--- src/rtl/hazard_pkg.sv ---
// Shared types and helpers for the hazard/forwarding scoreboard.
package hazard_pkg;

  // Widest register address a slot entry can hold; RA_W must not exceed this.
  localparam int RA_W_MAX = 8;

  // Forward-select code meaning "use register-file data".
  localparam logic [3:0] FWD_RF = 4'd0;

  // One tracked in-flight instruction.
  typedef struct packed {
    logic                valid;
    logic                wen;
    logic                is_load;
    logic [RA_W_MAX-1:0] rd;
  } slot_t;

  // Saturating 32-bit increment used by the event counters.
  function automatic logic [31:0] sat_inc(input logic [31:0] value);
    return (value == 32'hFFFF_FFFF) ? value : value + 32'd1;
  endfunction

endpackage

--- src/rtl/hazard_src_resolve.sv ---
// Resolves one ID source operand: youngest matching slot, readiness check,
// and operand mux. Reports a hazard when the youngest producer is not ready.
module hazard_src_resolve
  import hazard_pkg::*;
#(
  parameter int XLEN     = 32,
  parameter int RA_W     = 5,
  parameter int DEPTH    = 3,
  parameter int RDY_ALU  = 1,
  parameter int RDY_LOAD = 2
) (
  input  slot_t [DEPTH-1:0]      slots,
  input  logic  [RA_W-1:0]       rs,
  input  logic                   rs_used,
  input  logic  [XLEN-1:0]       rf_data,
  input  logic  [DEPTH*XLEN-1:0] slot_data,
  output logic  [3:0]            fwd_sel,
  output logic  [XLEN-1:0]       operand,
  output logic                   hazard
);

  logic            match_any;
  logic            hit_rdy;
  logic [3:0]      hit_sel;
  logic [XLEN-1:0] hit_data;

  // Scan oldest to youngest so the last match recorded is the youngest slot.
  // Register 0 never matches because rd must be non-zero.
  always_comb begin
    match_any = 1'b0;
    hit_rdy   = 1'b0;
    hit_sel   = FWD_RF;
    hit_data  = '0;
    for (int k = DEPTH - 1; k >= 0; k--) begin
      if (slots[k].valid && slots[k].wen && rs_used &&
          (slots[k].rd != '0) && (slots[k].rd == RA_W_MAX'(rs))) begin
        match_any = 1'b1;
        hit_sel   = 4'(k + 1);
        hit_rdy   = (k >= (slots[k].is_load ? RDY_LOAD : RDY_ALU));
        hit_data  = slot_data[k*XLEN +: XLEN];
      end
    end
  end

  // Forward only a ready producer; otherwise fall back to the register file.
  // When the youngest producer is not ready the register-file value is
  // passed through and is don't-care, since the instruction is held in ID.
  always_comb begin
    hazard = match_any && !hit_rdy;
    if (match_any && hit_rdy) begin
      fwd_sel = hit_sel;
      operand = hit_data;
    end else begin
      fwd_sel = FWD_RF;
      operand = rf_data;
    end
  end

endmodule

--- src/rtl/hazard_scoreboard.sv ---
// Hazard/forwarding controller: in-flight destination shift register
// (slot 0 = EX, slot DEPTH-1 = WB), per-source resolution, stall control
// and saturating stall/flush counters.
module hazard_scoreboard
  import hazard_pkg::*;
#(
  parameter int XLEN     = 32,
  parameter int RA_W     = 5,
  parameter int DEPTH    = 3,
  parameter int NUM_SRC  = 2,
  parameter int RDY_ALU  = 1,
  parameter int RDY_LOAD = 2
) (
  input  logic                    clk,
  input  logic                    reset,
  input  logic                    id_valid,
  input  logic                    id_wen,
  input  logic                    id_is_load,
  input  logic [RA_W-1:0]         id_rd,
  input  logic [NUM_SRC*RA_W-1:0] id_rs,
  input  logic [NUM_SRC-1:0]      id_rs_used,
  input  logic [NUM_SRC*XLEN-1:0] rf_data,
  input  logic [DEPTH*XLEN-1:0]   slot_data,
  input  logic                    flush,
  input  logic                    freeze,
  output logic                    stall_id,
  output logic [NUM_SRC*4-1:0]    fwd_sel,
  output logic [NUM_SRC*XLEN-1:0] operand,
  output logic [31:0]             stall_cnt,
  output logic [31:0]             flush_cnt
);

  slot_t [DEPTH-1:0]  slots;
  slot_t              slot_in;
  logic [NUM_SRC-1:0] src_hazard;

  // One resolver per source operand.
  for (genvar i = 0; i < NUM_SRC; i++) begin : g_src
    hazard_src_resolve #(
      .XLEN     (XLEN),
      .RA_W     (RA_W),
      .DEPTH    (DEPTH),
      .RDY_ALU  (RDY_ALU),
      .RDY_LOAD (RDY_LOAD)
    ) u_resolve (
      .slots     (slots),
      .rs        (id_rs[i*RA_W +: RA_W]),
      .rs_used   (id_rs_used[i]),
      .rf_data   (rf_data[i*XLEN +: XLEN]),
      .slot_data (slot_data),
      .fwd_sel   (fwd_sel[i*4 +: 4]),
      .operand   (operand[i*XLEN +: XLEN]),
      .hazard    (src_hazard[i])
    );
  end

  // Stall on any unready producer; a flush kills the ID instruction so it
  // overrides the stall. A stalled or flushed instruction enters as a bubble.
  always_comb begin
    stall_id        = id_valid && !flush && (|src_hazard);
    slot_in.valid   = id_valid && !stall_id && !flush;
    slot_in.wen     = id_wen;
    slot_in.is_load = id_is_load;
    slot_in.rd      = RA_W_MAX'(id_rd);
  end

  // Slot shift register and counters; reset beats freeze, freeze holds all.
  always_ff @(posedge clk) begin
    if (reset) begin
      slots     <= '0;
      stall_cnt <= '0;
      flush_cnt <= '0;
    end else if (!freeze) begin
      for (int k = DEPTH - 1; k > 0; k--) begin
        slots[k] <= slots[k-1];
      end
      slots[0] <= slot_in;
      if (stall_id) stall_cnt <= sat_inc(stall_cnt);
      if (flush)    flush_cnt <= sat_inc(flush_cnt);
    end
  end

endmodule

--- config.mk ---
export PLATFORM = sky130hd
export DESIGN_NAME = hazard_scoreboard
export DESIGN_NICKNAME = d
export VERILOG_FILES = /design/src/rtl/hazard_pkg.sv /design/src/rtl/hazard_src_resolve.sv /design/src/rtl/hazard_scoreboard.sv
export SDC_FILE = /design/constraint.sdc
export NUM_CORES = 1
export LEC_CHECK = 0
export BUFFER_PORTS_ARGS = -buffer_cell sky130_fd_sc_hd__buf_2
export CAP_MARGIN = 10
export CORE_AREA = 4 4 122 124
export DETAILED_ROUTE_END_ITERATION = 16
export DIE_AREA = 0 0 126 128
export PLACE_DENSITY = 0.78
export SLEW_MARGIN = 20
export SYNTH_ARGS = -nofsm -noshare
export SYNTH_HDL_FRONTEND = slang
export SYNTH_SLANG_ARGS = --single-unit
--- constraint.sdc ---
create_clock -name clk -period 3.8 [get_ports clk]
set_clock_uncertainty 0.05 [all_clocks]
set_input_delay 0.19 -clock clk [delete_from_list [all_inputs] [get_ports clk]]
set_output_delay 0.19 -clock clk [all_outputs]
set_load 0.02 [all_outputs]
Word-level counts from Yosys, hierarchy flattened
Cells that the tools add are included.
{"block": "totals", "reg_bits": 88, "in_bits": 184, "out_inout_bits": 137, "word_cells": 100}
{"block": "op_classes", "n_addsub": 2, "n_lt_le_gt_ge": 3, "eq_ne": 8, "n_mux": 31, "n_bitwise": 3, "n_reduce_logical": 39}
{"op": "32-bit 2-to-1 mux", "count": 8}
{"op": "32-bit by 1-bit adder with 32-bit output (second input constant)", "count": 2}
{"op": "32-bit == test (second input constant)", "count": 2}
{"op": "1-bit by 32-bit >= comparator with 1-bit output (first input constant)", "count": 1}
{"op": "2-bit by 32-bit >= comparator with 1-bit output (first input constant)", "count": 1}
{"op": "3-bit by 32-bit >= comparator with 1-bit output (first input constant)", "count": 1}
{"op": "5-bit == test", "count": 6}
{"op": "1-bit logical AND", "count": 29}
{"op": "8-bit nonzero test", "count": 3}
{"op": "2-bit 2-to-1 mux", "count": 11}
{"op": "1-bit 2-to-1 mux", "count": 12}
{"op": "3-bit AND reduction", "count": 2}
{"op": "1-bit zero test", "count": 4}
{"op": "1-bit inverter", "count": 3}
{"op": "2-bit OR reduction", "count": 1}

Logic depth before layout (Yosys ltp)
Gate-level depths: netlist (run 1).
{"block": "logic_depth", "depth_word": 14, "depth_mapped": 11, "depth_no_buf": 8}

By module
A second synthesis (run 1) with hierarchy kept.
{"block": "unflattened", "cells_unflattened": 822, "hier_area_um2": 6887.9}
{"module": "hazard_scoreboard", "n_inst": 1, "cells_per_inst": 496, "area_each_um2": 4287.9, "seq_area_each_um2": 1761.7}
{"module": "hazard_src_resolve", "n_inst": 2, "cells_per_inst": 163, "area_each_um2": 1300.0, "seq_area_each_um2": 0.0}

Worst setup path before layout (run 1)
OpenSTA, ideal clock, no wires.
{"block": "synth_timing", "kind": "register -> output", "from": "reg slots[12] (netlist name)", "to": "out operand[36]", "arrival_time_ns": 2.248, "t_required_ns": 3.560, "slack_ns": 1.312, "path_stages_with_launch": 10, "path_buffers": 2, "path_cell_list": "dfxtp_1 > or3_1 > o311a_1 > nor4bb_1 > buf_6 > mux2_4 > nor2_4 > buf_2 > nor2_1 > a21oi_1"}
{"block": "synth_between", "elab_chain_len": 7, "word_cells_on_any_way": 12, "cone_classes": "1 x eq/ne; 7 x mux; 4 x reduce/logical"}
{"item": "8-bit nonzero test", "line_no": "hazard_src_resolve.sv:36", "rtl": "(slots[k].rd != '0) && (slots[k].rd == RA_W_MAX'(rs))) begin"}
{"item": "1-bit logical AND", "line_no": "hazard_src_resolve.sv:35", "rtl": "if (slots[k].valid && slots[k].wen && rs_used &&"}
{"item": "1-bit logical AND *", "line_no": "hazard_src_resolve.sv:36"}
{"item": "1-bit 2-to-1 mux (2 in a row)", "line_no": "hazard_src_resolve.sv:35"}
{"item": "1-bit logical AND", "line_no": "hazard_src_resolve.sv:50", "rtl": "if (match_any && hit_rdy) begin"}
{"item": "32-bit 2-to-1 mux *", "line_no": "hazard_src_resolve.sv:50"}
{"item": "end: declaration", "line_no": "hazard_scoreboard.sv:28", "rtl": "output logic [NUM_SRC*XLEN-1:0] operand,"}
Mark *: on every way between the ends. The rest lies on a longest branch, timed or not.

Worst setup path after layout (run 1)
{"block": "layout_timing", "from": "reg slots[14] (netlist name)", "to": "out operand[2]"}
{"block": "layout_between", "elab_chain_len": 7, "word_cells_on_any_way": 12, "cone_classes": "1 x eq/ne; 7 x mux; 4 x reduce/logical"}
{"item": "8-bit nonzero test", "line_no": "hazard_src_resolve.sv:36"}
{"item": "1-bit logical AND", "line_no": "hazard_src_resolve.sv:35"}
{"item": "1-bit logical AND *", "line_no": "hazard_src_resolve.sv:36"}
{"item": "1-bit 2-to-1 mux (2 in a row)", "line_no": "hazard_src_resolve.sv:35"}
{"item": "1-bit logical AND", "line_no": "hazard_src_resolve.sv:50"}
{"item": "32-bit 2-to-1 mux *", "line_no": "hazard_src_resolve.sv:50"}
Marks and branches as above.

==> results.md, run 1 <==
- Status: finished clean
- Core Box Area: 13770 um^2
- Vias: 6433
- DR pass1 iterations: 5
- Post_cts resized: 0
- Post-synth EDFFs: 0
- Crit path DAT: 3.09 ns
- Mapped Area: 6036 um^2
- Pwr Total: 2129 uW
- RSZ-0062 raised after global routing: no
- # nets final: 1173
- Avg WL per Cell: 17.71 um
- Synth Register Bits: 87
- Vias in the first global route: 5955
- Die height: 128 um
- Reg2reg setup slack: between 1 and 1.5 ns
- Slew Limit Fails: 0
- Finish-stage setup viols: 0
- First-pass GRT wire length: ~32000 um
- Hold depth: 3
- Post-CTS Setup Repair Bufs: 0
- Crit-path max cell delay: 0.60 ns
- Cells after synthesis: around 730
- Placer Congestion: 0.8759
- Htree depth: 3
- GR Util All Layers: 0.2425
- Worst R2R Start: stall_cnt[0]
- Final Cycle Share: 0.8772
- FFs w/ async S/R, synth: 0
- # DRC: 0
- CTS Root Buffer Type: clkbuf_16
- Overflow after GRT: 0
- Post-synthesis sequential area ratio: 0.2886
- Top_reg_cell synth: dfxtp_1
- PD cells: 273.4 nW/um^2
- HP Class: input port to flop
- Initial antenna violation count: 3
- Reg clk slew, reported paths: 0.06 ns
- Hold EP: slots[3]
- Post-route antenna net violation count: 0
- Slew headroom: 0.3883
- Port bufs: 284
- Fmax: 300.0 MHz
- Area growth from synthesis to layout: 29.00%
- Dpl hpwl: 16170 um
- CTS tree: built
- 1st-iter DRT viols: 396
- R2r endpoint: stall_cnt[5]
- Endpoint class of the critical path: output port
- Via density: between 5 and 6
- Syn_area_per_cell: 8.246 um^2
- Starting density of the core: 0.4382
- Largest net degree at the start of global routing: 58
- Hold Vio Cnt, Final: 0
- Hold buffer count at CTS: 0
- Worst-case reg-to-reg path depth: 9
- Period minus WS final: 3.333 ns
- Setup TNS Final: 0 ns
- Full die area: 16130 um^2
- Longest Clk Path Bufs: 2
- Clk sink count: 87
- Hold path startpoint: id_rd[3]
- Crit-path max FO: 47
- Post-synthesis cell type count: 59
- Leakage: about 0.0034 uW
- TritonCTS buffer count: 9
- Worst vdd ir: 0.2369 mV
- Yosys warnings: 0
- FILL cells: around 1300
- Fraction of layout cells with a size suffix above 1: 0.3885
- Worst slew pin tran: between 0.9 and 1 ns
- Ports: 321
- Worst Path Required: 3.56 ns
- Worst Setup Start Kind: flop
- Die X: 126 um
- CP Cell Sequence: xor2_1 > nor4_2 > and4_4 > nand2b_4 > o21ai_2 > nand2_4 > mux2_2 > buf_2
- Slowest-stage cell, CP: and4_4
- Rows: 43
- Critical path class: flop to output port
- Max Cap Viol: 0
- Clk_lat worst skew: 0.34 ns
- Post-Route WL: 20790 um
==> kinds of logic after synthesis <==
group	after synthesis	synth area share
XOR/XNOR	58	0.08416
AO/OA/AOI/OAI	155	0.1789
AND/OR/NAND/NOR	305	0.2645
other	1	0.0006213
multiplexers	65	0.1233
adder cells (fa/ha/maj)	2	0.004145
buffers and inverters	59	0.05576
flip-flops	87	0.2886
==> cell usage in the layout, fill, tap and decap left out, types with 7 or more instances in the layout <==
| cell | count |
|---|---|
| nor2_1 | 110 |
| nor2b_1 | 10 |
| a21oi_2 | 17 |
| mux2_4 | 11 |
| buf_2 | 284 |
| nand2_1 | 49 |
| nor3_1 | 7 |
| dfxtp_1 | 87 |
| and3_1 | 17 |
| xnor2_1 | 38 |
| clkbuf_16 | 9 |
| nand4_1 | 19 |
| o21ai_0 | 17 |
| mux2i_1 | 23 |
| buf_4 | 12 |
| a22o_1 | 20 |
| mux2_2 | 30 |
| nand3_1 | 27 |
| o31ai_1 | 18 |
| or4_1 | 20 |
| a21oi_1 | 40 |
| or3_1 | 8 |
| and4_1 | 9 |
| xor2_1 | 20 |
| a22oi_1 | 33 |
==> how the worst max path moves through the flow <==
stage                     slack, ns  cells past startpoint          end      start
after floorplan                1.31                      9  operand[36]  slots[12]
after global placement         0.82                      8   operand[2]  slots[14]
after detailed placement       0.80                      8   operand[2]  slots[14]
after CTS                      0.44                      8   operand[2]  slots[14]
after global routing           0.23                      8   operand[2]  slots[14]
final                          0.47                      8   operand[2]  slots[14]
==> report_power, final <==
group / internal, uW / switching [uW]
combinational: 144 / 179
sequential: 922 / 13.8
clock: 507 / 363
==> state kept, by name (all words and copies together), names as in the netlist <==
signal,cells
flush_cnt,32
stall_cnt,32
slots,23
==> area by class of cell <==
class / count / area, um^2 / area share
inverter: 4 / 15.01 / 0.001928
sequential: 87 / 1742 / 0.2237
clock inverter: 5 / 58.81 / 0.007553
timing repair buffer: 296 / 1511 / 0.1941
multi-input combinational: 589 / 3998 / 0.5134
clock buffer: 10 / 229.0 / 0.02941
tap: 180 / 225.2 / 0.02892
antenna: 3 / 7.507 / 0.0009642
==> synth_stat cells (8+ instances only) <==
cell      count  area share
xnor2_1      38       0.055
a21oi_2      17       0.025
buf_6        10       0.019
mux2_2       30       0.056
or3_1         8      0.0083
nor3_1        8      0.0066
mux2_4       11       0.027
dfxtp_1      87        0.29
nand4_1      19       0.020
and3_1       17       0.018
mux2i_1      23       0.038
and4_1        9       0.013
a22oi_1      33       0.041
clkbuf_1     23       0.014
nor2b_1      10       0.010
buf_2        14       0.012
or4_1        20       0.025
o21ai_0      17       0.014
nand3_1      27       0.022
o31ai_1      18       0.022
nor2_1      110       0.068
xor2_1       20       0.029
a21oi_1      40       0.033
a22o_1       20       0.029
nand2_1      49       0.030
==> critical path: cells and delay by family (launching register included) <==
kind	cells	cell delay, ns
buf+inv	1	0.17
flops	1	0.36
simple gates	4	1.53
compound gates	1	0.06
mux	1	0.42
xor+xnor	1	0.19
==> metal layers <==
layer	vias up	global-route usage	routed length [um]	part of all wire
met5	-	0	0	0
met4	0	0.05363	109	0.0052
met3	6	0.05500	1466	0.071
met2	228	0.4269	10580	0.51
met1	3023	0.3036	8632	0.42
li1	3176	-	-	-
==> metrics by stage <==
step	setup slack (ns)	util	hold WS [ns]	cell area (um^2)	std cells
after floorplan	1.312	-	0.2839	6047	735
after detailed placement	0.8036	0.5439	0.3791	7491	1156
final	0.4668	0.5653	0.04273	7786	1174
after CTS	0.4380	0.5648	0.03528	7779	1171
after global routing	0.2297	0.5653	0.03292	7786	1174
after global placement	0.8180	0.5439	0.3689	7491	1156
(Power assumes the default switching activity.)
==> run 2: changes to the inputs <==
--- a/config.mk
+++ b/config.mk
@@ -7,10 +7,9 @@
 export LEC_CHECK = 0
 export BUFFER_PORTS_ARGS = -buffer_cell sky130_fd_sc_hd__buf_2
 export CAP_MARGIN = 10
-export CORE_AREA = 4 4 122 124
+export CORE_MARGIN = 4
+export CORE_UTILIZATION = 35
 export DETAILED_ROUTE_END_ITERATION = 16
-export DIE_AREA = 0 0 126 128
-export PLACE_DENSITY = 0.78
 export SLEW_MARGIN = 20
 export SYNTH_ARGS = -nofsm -noshare
 export SYNTH_HDL_FRONTEND = slang
==> constraint.sdc (replaced) <==
create_clock -name clk -period 4.2 [get_ports clk]
set_clock_uncertainty 0.05 [all_clocks]
set_input_delay 0.21 -clock clk [delete_from_list [all_inputs] [get_ports clk]]
set_output_delay 0.21 -clock clk [all_outputs]
set_load 0.02 [all_outputs]
==> run 2 against run 1 <==
- worst setup slack gained 0.38 ns
- critical endpoint is now operand[61]
- largest cell class unchanged
- via count fell by 1.7%
- total power shrank 9.3%
==> results.md, run 2 (synthesis results as in run 1) <==
- Status: finished clean
- Period minus WS final: 3.352 ns
- Hold Vio Cnt, Final: 0 (unchanged)
- Ports: 321 (unchanged)
- Starting density of the core: 0.3601 (-0.07809)
- Pint: 1407 uW (-11%)
- Initial antenna violation count: 4 (+1)
- Max Cap Viol: 0 (unchanged)
- Endpoint class of the critical path: output port
- Post_cts resized: 0 (unchanged)
- Via density: 5.214 (-4.9%)
- Critical path buffers and inverters: 3 (+2)
- Post-CTS Setup Repair Bufs: 0 (unchanged)
- CP Cell Sequence: or3_1 > o311a_1 > nor4bb_4 > buf_4 > mux2_4 > nor2_4 > buf_12 > nor2_1 > a21oi_2 > buf_2
- CTS Root Buffer Type: clkbuf_16
- Vias: 6324 (-1.7%)
- Crit-path max cell delay: 0.41 ns (-0.19 ns)
- Placed Area: 7538 um^2 (+0.63%)
- Hold buffer count at CTS: 0 (unchanged)
- Seq pwr share: 0.438 (-0.002)
- Slew Limit Fails: 0 (unchanged)
- Crit path max-delay family: simple AND/OR/NAND/NOR gates
- RSZ-0062 raised after global routing: no
- Final Cycle Share: 0.7982
- Fraction of layout cells with a size suffix above 1: 0.3889 (+0.0003924)
- Critical path class: flop to output port
- Core Box Area: 16760 um^2 (+22%)
- Largest net degree at the start of global routing: 66 (+14%)
- Post-route antenna net violation count: 0 (unchanged)
- Port bufs: 284 (unchanged)
- PD cells: 246.1 nW/um^2 (-10%)
- Worst Path Required: 3.94 ns (+0.38 ns)
- Fmax: just under 300 MHz
- Rows: 47 (+9.3%)
- Most frequent cells in the layout: buf_2, nor2_1, dfxtp_1
- 1st-iter DRT viols: 259 (-35%)
- Worst Setup Start Kind: flop
- Htree depth: 3 (unchanged)
- Design area: 7845 um^2 (+0.76%)
- Longest Clk Path Bufs: 2 (unchanged)
- Leakage: 0.003376 uW (+0.23%)
- Top flop regs: flush_cnt: 32 flops, stall_cnt: 32 flops, slots: 23 flops
- Clk_lat worst skew: 0.35 ns (about the same)
- Net Sw Power: 523.9 uW (-5.7%)
- GR Util All Layers: 0.1999 (-0.04260)
- Clk sink count: 87 (unchanged)
- Die height: 139.3 um (+8.8%)
- Final setup margin: 0.8475 ns (+0.3807 ns)
- # DRC: 0 (unchanged)
- Slowest-stage cell, CP: or3_1
- Dpl hpwl: 15790 um (-2.4%)
- Setup TNS Final: 0 ns (unchanged)
- DR pass1 iterations: 5 (unchanged)
- HP Class: input port to flop
- Most common cell after layout, fill and taps aside: buf_2
- Worst slew pin tran: 1.043 ns (+0.1258 ns)
- Crit-path max FO: 65 (+38%)
- Full die area: 19410 um^2 (+20%)
- Share of total power in the clock network: 0.414 (+0.005)
- First-pass GRT wire length: 32130 um (+1.1%)
- Post-Route WL: 20230 um (-2.7%)
- Sw frac: 0.2713 (+0.01030)
- TritonCTS buffer count: 9 (unchanged)
- CTS tree: built
- Worst vdd ir: 0.2743 mV (+16%)
- Die X: 139.3 um (+11%)
- Avg WL per Cell: 16.68 um (-5.8%)
- # nets final: 1171 (-0.17%)
- Area growth from synthesis to layout: 29.98%
- Vias in the first global route: 5850 (-1.8%)
- Pwr Total: 1931 uW (-9.3%)
- Placer Congestion: 0.8790 (+0.35%)
- Overflow after GRT: 0 (unchanged)
- Logic gate share of total power: 0.147 (-0.005)
- Reg clk slew, reported paths: 0.07 ns (about the same)
- Finish-stage setup viols: 0 (unchanged)
- Slew headroom: 0.3044 (-0.08388)
- Setup WS pre-CTS: 1.206 ns (+0.4020 ns)
- Crit path DAT: 3.09 ns (about the same)
[run 2: cell count changes in the layout (fill, tap and decap cells not counted), moves of 2 or more]
| cell | before | now |
|---|---|---|
| clkinvlp_4 | 2 | 0 |
| clkbuf_8 | 0 | 2 |
| buf_4 | 12 | 9 |
| clkinv_4 | 0 | 2 |
[run 2: metrics by stage]
step	cells	util	hold WS, ns
finish	1213	0.4681	0.04083
global route	1213	0.4681	0.05475
CTS	1210	0.4676	0.02673
detailed placement	1194	0.4498	0.3946
global placement	1194	0.4498	0.3911
floorplan	735	-	0.3039
[run 2: worst paths after layout]
check	start	end	slack [ns]	cells after the start
max	slots[12]	operand[61]	0.85	10
min	id_rd[3]	slots[3]	0.04	3
max reg2reg	stall_cnt[0]	stall_cnt[7]	1.17	9
min reg2reg	stall_cnt[6]	stall_cnt[6]	0.44	2
[run 2: power groups by stage]
stage	clock network [uW]	logic, uW	registers, uW
2_1_floorplan	0	153	863
3_3_place_gp	0	284	866
3_5_place_dp	0	286	866
4_1_cts	831	287	846
5_1_grt	858	311	848
6_report	800	285	846
[run 2: worst min-delay path, stage by stage]
cell and delay, ns:
buf_2 0.07, mux2i_1 0.05, nor2_1 0.07
[run 2: routing by layer]
metal,vias up,GRT usage,routed length [um]
met3,34,0.04528,1218
li1,3173,-,-
met5,-,0,0
met2,211,0.3453,10000
met1,2906,0.2419,8408
met4,0,0.07621,601
[run 2: cell type report]
class,instances,area [um^2]
sequential,87,1742
clock inverter,5,46.29
inverter,4,15.01
clock buffer,11,252.7
multi-input combinational,589,3998
fill,1742,8915
timing repair buffer,294,1509
tap,220,275.3
antenna,3,7.507
